### src/rtl/oc8051_ifetch_queue.sv
// oc8051_ifetch_queue: instruction prefetch byte queue between the
// combinational code ROM and the decode stage. Fetches 4 bytes per fill
// from fetch_addr (not necessarily word aligned), presents up to three
// in-order opcode bytes, and flushes/redirects on a PC load.
// Optional build macro: OC8051_IFETCH_STATS_EN adds stat_fill/stat_starve.
module oc8051_ifetch_queue #(
  parameter int QDEPTH = 8,
  parameter int QAW    = 3
) (
  input  logic        clk,
  input  logic        rst,
  input  logic        pc_ld,
  input  logic [15:0] pc_new,
  output logic [15:0] cxrom_addr,
  input  logic [31:0] cxrom_data_in,
  input  logic [1:0]  op_pop,
  output logic [7:0]  op1,
  output logic [7:0]  op2,
  output logic [7:0]  op3,
  output logic [1:0]  op_cnt,
  output logic [15:0] op_pc,
  output logic        pop_err
`ifdef OC8051_IFETCH_STATS_EN
  ,
  output logic [31:0] stat_fill,
  output logic [31:0] stat_starve
`endif
);

  // A fill needs room for a whole ROM word, i.e. count <= QDEPTH-4.
  localparam logic [QAW:0] FILL_LIMIT = (QAW+1)'(QDEPTH - 4);
  localparam logic [QAW:0] CNT_THREE  = (QAW+1)'(3);
  localparam logic [QAW:0] CNT_FOUR   = (QAW+1)'(4);

  logic [15:0]    fetch_addr_r;
  logic [QAW-1:0] wr_ptr_r;
  logic [QAW-1:0] rd_ptr_r;
  logic [QAW:0]   count_r;
  logic [15:0]    op_pc_r;
  logic           pop_err_r;
  logic [7:0]     queue_r [QDEPTH];

  logic           fill_s;
  logic           pop_ok_s;
  logic           pop_bad_s;
  logic [1:0]     op_cnt_s;
  logic [QAW:0]   pop_amt_s;
  logic [QAW:0]   count_next_s;

  assign cxrom_addr = fetch_addr_r;
  assign op_pc      = op_pc_r;
  assign pop_err    = pop_err_r;
  assign op_cnt     = op_cnt_s;

  // Fill/pop decisions, all taken from registered state (not post-pop count).
  always_comb begin
    op_cnt_s     = 2'd0;
    fill_s       = 1'b0;
    pop_ok_s     = 1'b0;
    pop_bad_s    = 1'b0;
    pop_amt_s    = '0;
    count_next_s = count_r;
    if (count_r >= CNT_THREE) begin
      op_cnt_s = 2'd3;
    end else begin
      op_cnt_s = count_r[1:0];
    end
    if (pc_ld) begin
      fill_s    = 1'b0;
      pop_ok_s  = 1'b0;
      pop_bad_s = 1'b0;
    end else begin
      fill_s    = (count_r <= FILL_LIMIT);
      pop_ok_s  = (op_pop <= op_cnt_s);
      pop_bad_s = (op_pop > op_cnt_s);
    end
    if (pop_ok_s) begin
      pop_amt_s = {{(QAW-1){1'b0}}, op_pop};
    end else begin
      pop_amt_s = '0;
    end
    if (fill_s) begin
      count_next_s = count_r + CNT_FOUR - pop_amt_s;
    end else begin
      count_next_s = count_r - pop_amt_s;
    end
  end

  // Control state: reset beats PC load, which beats pop and fill.
  always_ff @(posedge clk) begin
    if (!rst) begin
      fetch_addr_r <= 16'h0000;
      wr_ptr_r     <= '0;
      rd_ptr_r     <= '0;
      count_r      <= '0;
      op_pc_r      <= 16'h0000;
      pop_err_r    <= 1'b0;
    end else if (pc_ld) begin
      fetch_addr_r <= pc_new;
      wr_ptr_r     <= '0;
      rd_ptr_r     <= '0;
      count_r      <= '0;
      op_pc_r      <= pc_new;
      pop_err_r    <= 1'b0;
    end else begin
      count_r   <= count_next_s;
      pop_err_r <= pop_bad_s;
      if (fill_s) begin
        fetch_addr_r <= fetch_addr_r + 16'd4;
        wr_ptr_r     <= wr_ptr_r + QAW'(4);
      end
      if (pop_ok_s) begin
        rd_ptr_r <= rd_ptr_r + pop_amt_s[QAW-1:0];
        op_pc_r  <= op_pc_r + {14'd0, op_pop};
      end
    end
  end

  // Byte storage: capture the ROM word at wr_ptr..wr_ptr+3; never reset.
  always_ff @(posedge clk) begin
    if (rst && fill_s) begin
      for (int i = 0; i < 4; i++) begin
        queue_r[wr_ptr_r + QAW'(i)] <= cxrom_data_in[8*i +: 8];
      end
    end
  end

  // Opcode byte presentation; bytes beyond op_cnt read as zero.
  always_comb begin
    op1 = 8'h00;
    op2 = 8'h00;
    op3 = 8'h00;
    if (op_cnt_s >= 2'd1) begin
      op1 = queue_r[rd_ptr_r];
    end else begin
      op1 = 8'h00;
    end
    if (op_cnt_s >= 2'd2) begin
      op2 = queue_r[rd_ptr_r + QAW'(1)];
    end else begin
      op2 = 8'h00;
    end
    if (op_cnt_s == 2'd3) begin
      op3 = queue_r[rd_ptr_r + QAW'(2)];
    end else begin
      op3 = 8'h00;
    end
  end

`ifdef OC8051_IFETCH_STATS_EN
  logic [31:0] stat_fill_r;
  logic [31:0] stat_starve_r;

  assign stat_fill   = stat_fill_r;
  assign stat_starve = stat_starve_r;

  // Statistics counters; cleared only by reset, free-running otherwise.
  always_ff @(posedge clk) begin
    if (!rst) begin
      stat_fill_r   <= 32'd0;
      stat_starve_r <= 32'd0;
    end else begin
      if (fill_s) begin
        stat_fill_r <= stat_fill_r + 32'd1;
      end
      if ((op_cnt_s == 2'd0) && !pc_ld) begin
        stat_starve_r <= stat_starve_r + 32'd1;
      end
    end
  end
`endif

endmodule

### config.mk
export PLATFORM = sky130hd
export DESIGN_NAME = oc8051_ifetch_queue
export DESIGN_NICKNAME = d
export VERILOG_FILES = /design/src/rtl/oc8051_ifetch_queue.sv
export SDC_FILE = /design/constraint.sdc
export NUM_CORES = 1
export LEC_CHECK = 0
export BUFFER_PORTS_ARGS = -buffer_cell sky130_fd_sc_hd__buf_4
export CAP_MARGIN = 25
export CORE_MARGIN = 2
export CORE_UTILIZATION = 42
export CTS_CLUSTER_DIAMETER = 120
export DETAILED_ROUTE_END_ITERATION = 6
export GPL_ROUTABILITY_DRIVEN = 0
export PLACE_DENSITY = 0.6
export SLEW_MARGIN = 20
export SYNTH_ARGS = -nofsm -noshare
export SYNTH_HDL_FRONTEND = slang
export SYNTH_SLANG_ARGS = --single-unit
export TNS_END_PERCENT = 50
### constraint.sdc
create_clock -name clk -period 4.6 [get_ports clk]
set_clock_uncertainty 0.2 [all_clocks]
set_input_delay 0 -clock clk [delete_from_list [all_inputs] [get_ports clk]]
set_output_delay 0 -clock clk [all_outputs]
set_load 0.05 [all_outputs]
# ---- Yosys cells after proc, flatten, opt, wreduce, memory -nomap -nowiden
# Memories as Yosys holds them, arrays and structs flattened. A register that Yosys moved wholly into a read port is not among the register bits.
# Cells that the tools add are included.
dict set report classes {
  n_eq_ne 1
  reduce_logical 4
  n_mux 16
  bitwise_logic 1
  magnitude_cmp 6
  n_addsub 12
}
# cell n
set ops {}
lappend ops {{16-bit 2-to-1 mux} 4}
lappend ops {{8-bit 2-to-1 mux} 3}
lappend ops {{16-bit by 2-bit adder with 16-bit output} 1}
lappend ops {{16-bit by 3-bit adder with 16-bit output, second input constant} 1}
lappend ops {{3-bit by 2-bit adder with 3-bit output, second input constant} 3}
lappend ops {{4-bit subtractor} 2}
lappend ops {{3-bit by 1-bit adder with 3-bit output, second input constant} 2}
lappend ops {{3-bit 2-to-1 mux} 2}
lappend ops {{4-bit by 3-bit adder with 4-bit output, second input constant} 1}
lappend ops {{4-bit by 2-bit greater-or-equal comparator with 1-bit output, second input constant} 1}
lappend ops {{4-bit by 3-bit <= comparator with 1-bit output, second input constant} 1}
lappend ops {{1-bit 2-to-1 mux} 4}
lappend ops {{2-bit 2-to-1 mux} 2}
lappend ops {{4-bit 2-to-1 mux} 1}
lappend ops {{2-bit nonzero test} 2}
lappend ops {{3-bit adder} 1}
lappend ops {{3-bit adder, second input constant} 1}
lappend ops {{2-bit equality test, second input constant} 1}
lappend ops {{2-bit by 1-bit greater-or-equal comparator with 1-bit output, second input constant} 1}
lappend ops {{2-bit greater-or-equal comparator, second input constant} 1}
lappend ops {{2-bit greater-than comparator} 1}
lappend ops {{2-bit <= comparator} 1}
lappend ops {{2-bit OR reduction} 1}
lappend ops {{1-bit logical AND} 1}
lappend ops {{1-bit inverter} 1}
dict set report word_totals {
  reg_bits 43
  out_inout_bits 59
  mem_bits_rw 64
  mem_count 1
}
# memory words word_bits rd rd_ports_with_merged_regs wr line_no
set memory_table {}
lappend memory_table {queue_r 8 8 3 1 4 41} ;# logic [7:0] queue_r [QDEPTH];

# ---- Longest topological paths before layout
# Gate-level depths: netlist of the first run.
dict set report logic_depth {
  ltp_word 8
  ltp_mapped 14
}

# ---- Least setup slack after synthesis of the first run
# Ideal clock, no wire load.
dict set report synth_path {
  path_kind {register to register}
  startpoint {reg count_r[1]}
  endpoint {mem queue_r[0][0], enable pin}
  n_path_buf 1
  period_less_slack_ns 3.925
  setup_slack_ns 0.675
  arrival_ns 3.264
  setup_time_ns 0.461
  path_stages_with_launch 5
  cell_sequence {dfxtp_1 o21a_4 or2_2 clkbuf_1 nor3_1}
}
# element line_no
set synth_rtl {}
lappend synth_rtl {{start: declaration} 38} ;# logic [QAW:0] count_r;
lappend synth_rtl {{start signal: assignment} 106} ;# count_r <= count_next_s;
lappend synth_rtl {{end: declaration} 41}

# ---- Worst setup path after layout of the first run
dict set report layout_path {
  startpoint {reg count_r[3]}
  endpoint {reg count_r[2]}
}
dict set report layout_via {
  elab_chain_cells 7
  word_cells_on_any_way 10
}
# element line_no
set layout_rtl {}
lappend layout_rtl {{4-bit by 2-bit greater-or-equal comparator with 1-bit output} 63} ;# if (count_r >= CNT_THREE) begin
lappend layout_rtl {{2-bit 2-to-1 mux} 63}
lappend layout_rtl {{2-bit <= comparator} 74} ;# pop_ok_s = (op_pop <= op_cnt_s);
lappend layout_rtl {{1-bit 2-to-1 mux} 68} ;# if (pc_ld) begin
lappend layout_rtl {{2-bit 2-to-1 mux} 77} ;# if (pop_ok_s) begin
lappend layout_rtl {{4-bit subtractor (on tied branches)} {85, 83}}
lappend layout_rtl {{4-bit 2-to-1 mux (*)} 82} ;# if (fill_s) begin
# Every way passes the cells marked *; elsewhere a longest branch is shown, timed or not.
# A chain may end at the register's enable or synchronous reset.

==> results of run 1 <==
==> cell usage in the layout, fill, tap and decap left out, types with 4 or more instances in the layout <==
| master | instances |
|---|---|
| nor4_1 | 5 |
| a21oi_1 | 22 |
| nand3_1 | 9 |
| clkbuf_16 | 9 |
| nand2_1 | 39 |
| o21ai_0 | 19 |
| or3_1 | 4 |
| xnor2_1 | 9 |
| ha_1 | 13 |
| nand4_1 | 6 |
| dlygate4sd3_1 | 54 |
| or3_2 | 4 |
| nor2_1 | 31 |
| edfxtp_1 | 64 |
| o31ai_1 | 9 |
| or4_1 | 8 |
| inv_1 | 20 |
| mux2i_1 | 19 |
| buf_4 | 119 |
| a211oi_1 | 8 |
| dfxtp_1 | 43 |
| mux4_2 | 45 |
| nor3_1 | 5 |
| a31oi_1 | 17 |
==> synthesized netlist by cell type, types with 2 or more instances <==
| cell | n | area share |
|---|---|---|
| inv_1 | 20 | 0.013 |
| mux4_2 | 45 | 0.17 |
| or4b_2 | 3 | 0.0052 |
| o22ai_1 | 3 | 0.0032 |
| xor2_1 | 3 | 0.0045 |
| fa_1 | 3 | 0.010 |
| buf_1 | 3 | 0.0019 |
| edfxtp_1 | 64 | 0.33 |
| ha_1 | 13 | 0.028 |
| a31oi_1 | 17 | 0.018 |
| a311oi_1 | 3 | 0.0045 |
| nor3b_1 | 2 | 0.0026 |
| nand4_1 | 6 | 0.0065 |
| and2_1 | 3 | 0.0032 |
| or4_1 | 8 | 0.010 |
| or3_1 | 4 | 0.0043 |
| clkbuf_1 | 20 | 0.013 |
| and4_1 | 3 | 0.0045 |
| nand3_1 | 9 | 0.0077 |
| nor3_1 | 7 | 0.0060 |
| a21oi_1 | 22 | 0.019 |
| o21ai_0 | 19 | 0.016 |
| xnor2_1 | 9 | 0.014 |
| and3_1 | 2 | 0.0022 |
| a211oi_1 | 8 | 0.010 |
| nor2b_1 | 2 | 0.0022 |
| mux2i_1 | 19 | 0.033 |
| nor2_1 | 31 | 0.020 |
| nor4_1 | 5 | 0.0054 |
| o21a_1 | 2 | 0.0026 |
| o31ai_1 | 9 | 0.012 |
| buf_2 | 9 | 0.0077 |
| or2_2 | 2 | 0.0022 |
| nand2_1 | 39 | 0.025 |
| dfxtp_1 | 44 | 0.15 |
| or3_2 | 4 | 0.0052 |
| o41ai_1 | 3 | 0.0045 |
==> registers in the layout, summed over array words and instances (netlist names), named ones only <==
name	count
cxrom_addr	16
count_r	4
pop_err	1
rd_ptr_r	3
queue_r	64
op_pc	16
wr_ptr_r	1
==> final cells by class <==
| class | instances | area (µm²) |
|---|---|---|
| Clock buffer | 9 | 225 |
| Clock inverter | 7 | 68.8 |
| Fill cell | 1164 | 6040 |
| Inverter | 20 | 75.1 |
| Multi-Input combinational cell | 317 | 2810 |
| Sequential cell | 108 | 2800 |
| Tap cell | 180 | 225 |
| Timing Repair Buffer | 175 | 1480 |
==> routing by layer <==
layer / share of wire / up-vias / track usage
li1: - / 2168 / -
met1: 0.41 / 2282 / 0.260
met2: 0.50 / 172 / 0.362
met3: 0.066 / 21 / 0.0655
met4: 0.022 / 0 / 0.0733
met5: 0 / - / 0
==> kinds of logic (layout without fill, tap and decap cells) <==
family | Yosys count | after routing | synth area share
adder cells (fa/ha/maj) | 16 | 16 | 0.0383
AO/OA/AOI/OAI | 91 | 91 | 0.0983
XOR/XNOR | 12 | 12 | 0.0181
AND/OR/NAND/NOR | 134 | 134 | 0.119
flip-flops | 108 | 108 | 0.482
buffers and inverters | 53 | 211 | 0.0374
multiplexers | 64 | 64 | 0.207
==> repair_timing <==
action,4_1_cts,5_1_grt
endpoints found under the setup margin,0,0
endpoints found under the hold margin,96,0
setup buffers,0,0
resized for setup,0,0
hold buffers,54,0
==> power breakdown <==
part / internal, mW / switching, mW
logic: 0.533 / 0.893
registers: 1.10 / 0.0952
clock network: 0.386 / 0.390
==> critical path, stage by stage (launching register included) <==
cell,delay [ns]
dfxtp_1,0.58
nor3_2,0.08
buf_4,0.19
ha_1,0.30
nor2b_1,0.16
o21ai_1,0.45
nand3_1,0.30
ha_1,0.38
ha_1,0.21
ha_1,0.26
nor2_1,0.04
a211oi_1,0.24
==> final timing paths <==
kind / slack (ns) / end / from
worst max-delay path: 1.11 / count_r[2] / count_r[3]
worst min-delay path: 0.07 / count_r[0] / op_pop[0]
worst max register to register: 1.11 / count_r[2] / count_r[3]
worst min register to register: 0.31 / cxrom_addr[15] / cxrom_addr[15]
==> run_results.csv, run 1 <==
group,metric,value,unit
layout,insertedDiodeCount,0,
global_routing,grt_overflow,0,
timing,period_share,0.759,
timing,whs,0.0693,ns
global_routing,first_global_vias,4730,
cts,clk_latency,0.36,ns
setup_path,rr_worst_depth,11,
placement,dpl_cell_area,0.00683,mm²
routing,vias_per_cell,5.69,
worst_hold_path,min_path_cells,5,
floorplanning,die_area,0.0148,mm²
synthesis,seq_area_frac_synth,0.482,
timing,setup_viol,0,
placement,place_inst,745,
routing,dr_total_vias,4643,
timing,hold_viol,0,
layout,post-route-util,0.560,
synthesis,synth_top_flop_cell,"edfxtp_1",
power_and_ir_drop,p_leak,2.77,nW
setup_path,crit_required,4.67,ns
timing,grt_setup_unrepaired,"no",
synthesis,syn_nets,547,
power_and_ir_drop,peakVddDrop,0.000317,V
run,max_cap_viol_count,0,
cts,cts_sinks,108,
setup_path,worstPathArrival,3.56,ns
synthesis,ys_seq_elements,108,
floorplanning,coreArea,0.0137,mm²
setup_path,path_class,"reg -> reg",
synthesis,yosys_warnings,0,
worst_hold_path,hold_path_class,"in -> reg",
layout,finalInstanceArea,0.00768,mm²
synthesis,synth_edf_count,64,
routing,wl_per_cell,18.8,µm
timing,setup_tns,0,ns
cts,cts_tree,"built",
run_status,status,"complete, no violations",
global_routing,grt_max_degree,46,
timing,period_needed,3.49,ns
global_routing,grt_usage,0.214,
timing,worst_pin_slew,0.987,ns
routing,drt_iter0_markers,366,
placement,hpwl,10600,µm
synthesis,async_flop_share,0,
routing,dr.pass1.iters,5,
cts,root_buffer,"clkbuf_16",
timing,slew_headroom,0.342,
layout,fin_cells,816,
floorplanning,die_height,122,µm
synthesis,avgSynthCellArea,12.2,µm²
layout,drive_above_1_share,0.310,
layout,areaGrowthSynthToFinish,32.0,%
power_and_ir_drop,p_per_area,443,mW/mm²
floorplanning,die_width,122,µm
routing,drcViolationCount,0,
cts,clk_pin_slew,0.08,ns
cts,htreeDepth,3,
global_routing,grt_pass1_wl,24100,µm
placement,portBuffers,111,
power_and_ir_drop,total_power,3.40,mW
setup_path,crit_path_max_fanout,12,
placement,post-place-ws,1.10,ns
routing,routed_wl,15300,µm
synthesis,synthCells,478,
setup_path,end_kind,"register",
cts,cts.path.max_buffers,2,
routing,ant_nets,0,
layout,final_nets,700,
synthesis,synth_area,0.00582,mm²
floorplanning,pin_count,112,
synthesis,synth_cell_types,47,
timing,timing.final.ws_setup,1.11,ns
floorplanning,rows,43,
setup_path,start_kind,"register",
timing,fmax,287,MHz
timing,maxSlewViolCount,0,
cts,cts_made_buffers,9,
global_routing,antenna_found_initial,0,
floorplanning,initial_core_util,0.424,
Power figures use the tool's default switching activity.
==> run 2: changes to the inputs <==
--- a/config.mk
+++ b/config.mk
@@ -12,7 +12,7 @@
 export CTS_CLUSTER_DIAMETER = 120
 export DETAILED_ROUTE_END_ITERATION = 6
 export GPL_ROUTABILITY_DRIVEN = 0
-export PLACE_DENSITY = 0.6
+export PLACE_DENSITY = 0.63
 export SLEW_MARGIN = 20
 export SYNTH_ARGS = -nofsm -noshare
 export SYNTH_HDL_FRONTEND = slang
==> constraint.sdc (replaced) <==
create_clock -name clk -period 3 [get_ports clk]
set_clock_uncertainty 0.2 [all_clocks]
set_input_delay 0 -clock clk [delete_from_list [all_inputs] [get_ports clk]]
set_output_delay 0 -clock clk [all_outputs]
set_load 0.05 [all_outputs]
==> run 2 against run 1 <==
Against the previous run:
- critical path depth shrank 1
- sequential power grew 53%
- non-clock buffer count increased by 11
- maximum frequency rose by 21%
- combinational power is 59% higher
- clock power increased by 56%
- die area stayed put
- critical endpoint is now rd_ptr_r[2]
- largest cell class unchanged
==> run_results.csv, run 2 (synthesis results as in run 1) <==
group,metric,value,unit
routing,dr.pass1.iters,4,
timing,grt_setup_unrepaired,"no",
run_status,status,"complete, no violations",
layout,fin_cells,827,
setup_path,cp_num_buf_inv,1,
routing,wl_per_cell,19.2,µm
setup_path,cpLargestDelayFamily,"simple AND/OR/NAND/NOR gates",
floorplanning,die_area,0.0148,mm²
timing,hold_viol,0,
layout,mostFrequentLayoutCells,"131 x buf_4, 64 x edfxtp_1, 55 x dlygate4sd3_1",
global_routing,grt_pass1_wl,24300,µm
routing,drcViolationCount,0,
global_routing,grt_max_degree,46,
power_and_ir_drop,p_comb_frac,0.427,
setup_path,worstPathArrival,2.97,ns
routing,ant_nets,0,
cts,cts_sinks,108,
setup_path,r2r_end,"rd_ptr_r[2]",
setup_path,crit_path_max_fanout,4,
floorplanning,pin_count,112,
worst_hold_path,min_path_cells,6,
timing,maxSlewViolCount,0,
routing,vias_per_cell,5.75,
layout,drive_above_1_share,0.328,
power_and_ir_drop,seqPwrFrac,0.345,
power_and_ir_drop,power_switching,2.11,mW
cts,htreeDepth,3,
cts,root_buffer,"clkbuf_16",
setup_path,rr_worst_depth,10,
setup_path,r2r_slack,0.12,ns
setup_path,crit_path_max_incr_delay,0.41,ns
power_and_ir_drop,sw_frac_of_total,0.396,
layout,regMostFlops,"queue_r",
power_and_ir_drop,power_frac_clock,0.229,
cts,clk_latency,0.36,ns
floorplanning,die_width,122,µm
run,max_cap_viol_count,0,
cts,clk_pin_slew,0.08,ns
cts,cts_made_buffers,9,
routing,drt_iter0_markers,400,
worst_hold_path,worstHoldStart,"op_pop[0]",
setup_path,crit_path_top_delay_cell,"or3_4",
power_and_ir_drop,p_per_area,683,mW/mm²
floorplanning,rows,43,
timing,period_share,0.961,
power_and_ir_drop,total_power,5.31,mW
timing,setup_viol,0,
setup_path,start_kind,"register",
floorplanning,coreArea,0.0137,mm²
worst_hold_path,hold_path_class,"in -> reg",
global_routing,first_global_vias,4738,
routing,routed_wl,15900,µm
cts,cts.path.max_buffers,2,
power_and_ir_drop,peakVddDrop,0.000508,V
layout,fillers,1121,
routing,dr_total_vias,4758,
setup_path,crit_required,3.09,ns
timing,worst_pin_slew,0.877,ns
floorplanning,initial_core_util,0.424,
layout,final_nets,711,
setup_path,crit_top_cell,"ha_1",
setup_path,r2r_start,"count_r[2]",
power_and_ir_drop,intPower,3.21,mW
layout,insertedDiodeCount,0,
cts,cts_tree,"built",
setup_path,path_cells,"or3_4 > ha_1 > nand2_1 > o21a_1 > nor3_2 > ha_1 > inv_1 > fa_1 > or3_1 > a21oi_2",
placement,hpwl,10700,µm
placement,portBuffers,111,
layout,areaGrowthSynthToFinish,33.7,%
timing,period_needed,2.88,ns
timing,fmax,347,MHz
global_routing,antenna_found_initial,0,
layout,final_common_cell,"buf_4",
setup_path,path_class,"reg -> reg",
placement,place_inst,756,
global_routing,grt_overflow,0,
worst_hold_path,min_to,"count_r[0]",
floorplanning,die_height,122,µm
power_and_ir_drop,p_leak,2.82,nW
setup_path,end_kind,"register",
timing,slew_headroom,0.414,
global_routing,grt_usage,0.216,
layout,largest_reg_flops,64,
run 2: cell types whose count changed in the layout (fill, tap and decap cells not counted), sizes merged:
| cell | change |
|---|---|
| clkbuf | +1 |
| bufinv | +1 |
| dlygate4sd3 | +1 |
| buf | +10 |
| clkinv | +3 |
| inv | -5 |
run 2: timing repair:
item,CTS,global route
gates resized for setup,1,6
buffers inserted,0,0
hold buffers,54,1
pin swaps,0,1
hold endpoints to repair,96,2
setup endpoints to repair,2,5
run 2: worst max-delay path by stage:
stage	from	to	slack (ns)	depth (start not counted)
floorplan	count_r[1]	queue_r[0][0]	-0.93	4
global placement	count_r[2]	rd_ptr_r[2]	0.07	10
detailed placement	count_r[2]	rd_ptr_r[2]	-0.02	10
CTS	count_r[2]	count_r[3]	0.05	11
global route	count_r[2]	register	0.007	10
finish	count_r[2]	rd_ptr_r[2]	0.12	10
run 2: layout make-up:
type	count	area, µm²	area share
inverter	20	75.1	0.00965
timing repair buffer	186	1530	0.197
multi-input combinational	317	2840	0.365
clock inverter	6	73.8	0.00949
tap	180	225	0.0290
sequential	108	2800	0.361
clock buffer	10	229	0.0294
run 2: metrics by stage:
step	cell area [µm²]	hold slack [ns]	worst slack, ns	TNS, ns	util
floorplan	5820	-0.101	-0.925	-62.68	-
global placement	6890	-0.0154	0.0688	0	0.503
global route	7780	0.155	0.00699	0	0.567
finish	7780	0.108	0.118	0	0.567
detailed placement	6890	-0.0124	-0.0197	-0.0394	0.503
CTS	7740	0.0744	0.0541	0	0.564
run 2: metal layers:
metal | routed length (µm) | share of wire | GRT usage | vias up
met4 | 227 | 0.014 | 0.0740 | 0
met5 | 0 | 0 | 0 | -
met1 | 6550 | 0.41 | 0.263 | 2369
li1 | - | - | - | 2188
met2 | 8190 | 0.52 | 0.386 | 181
met3 | 913 | 0.057 | 0.0407 | 20
run 2: tightest hold or removal path, cell delays in order:
cell and delay, ns:
buf_4 0.10, inv_1 0.06, nor3_2 0.15, buf_4 0.14, ha_1 0.11, nor2_1 0.05
run 2: power by group through the flow:
stage          registers, mW  clock network [mW]  logic (mW)
5_1_grt                 1.84                1.30        2.41
3_5_place_dp            1.86                   0        2.17
2_1_floorplan           1.93                   0        1.41
4_1_cts                 1.83                1.24        2.25
3_3_place_gp            1.85                   0        2.13
6_report                1.83                1.21        2.27
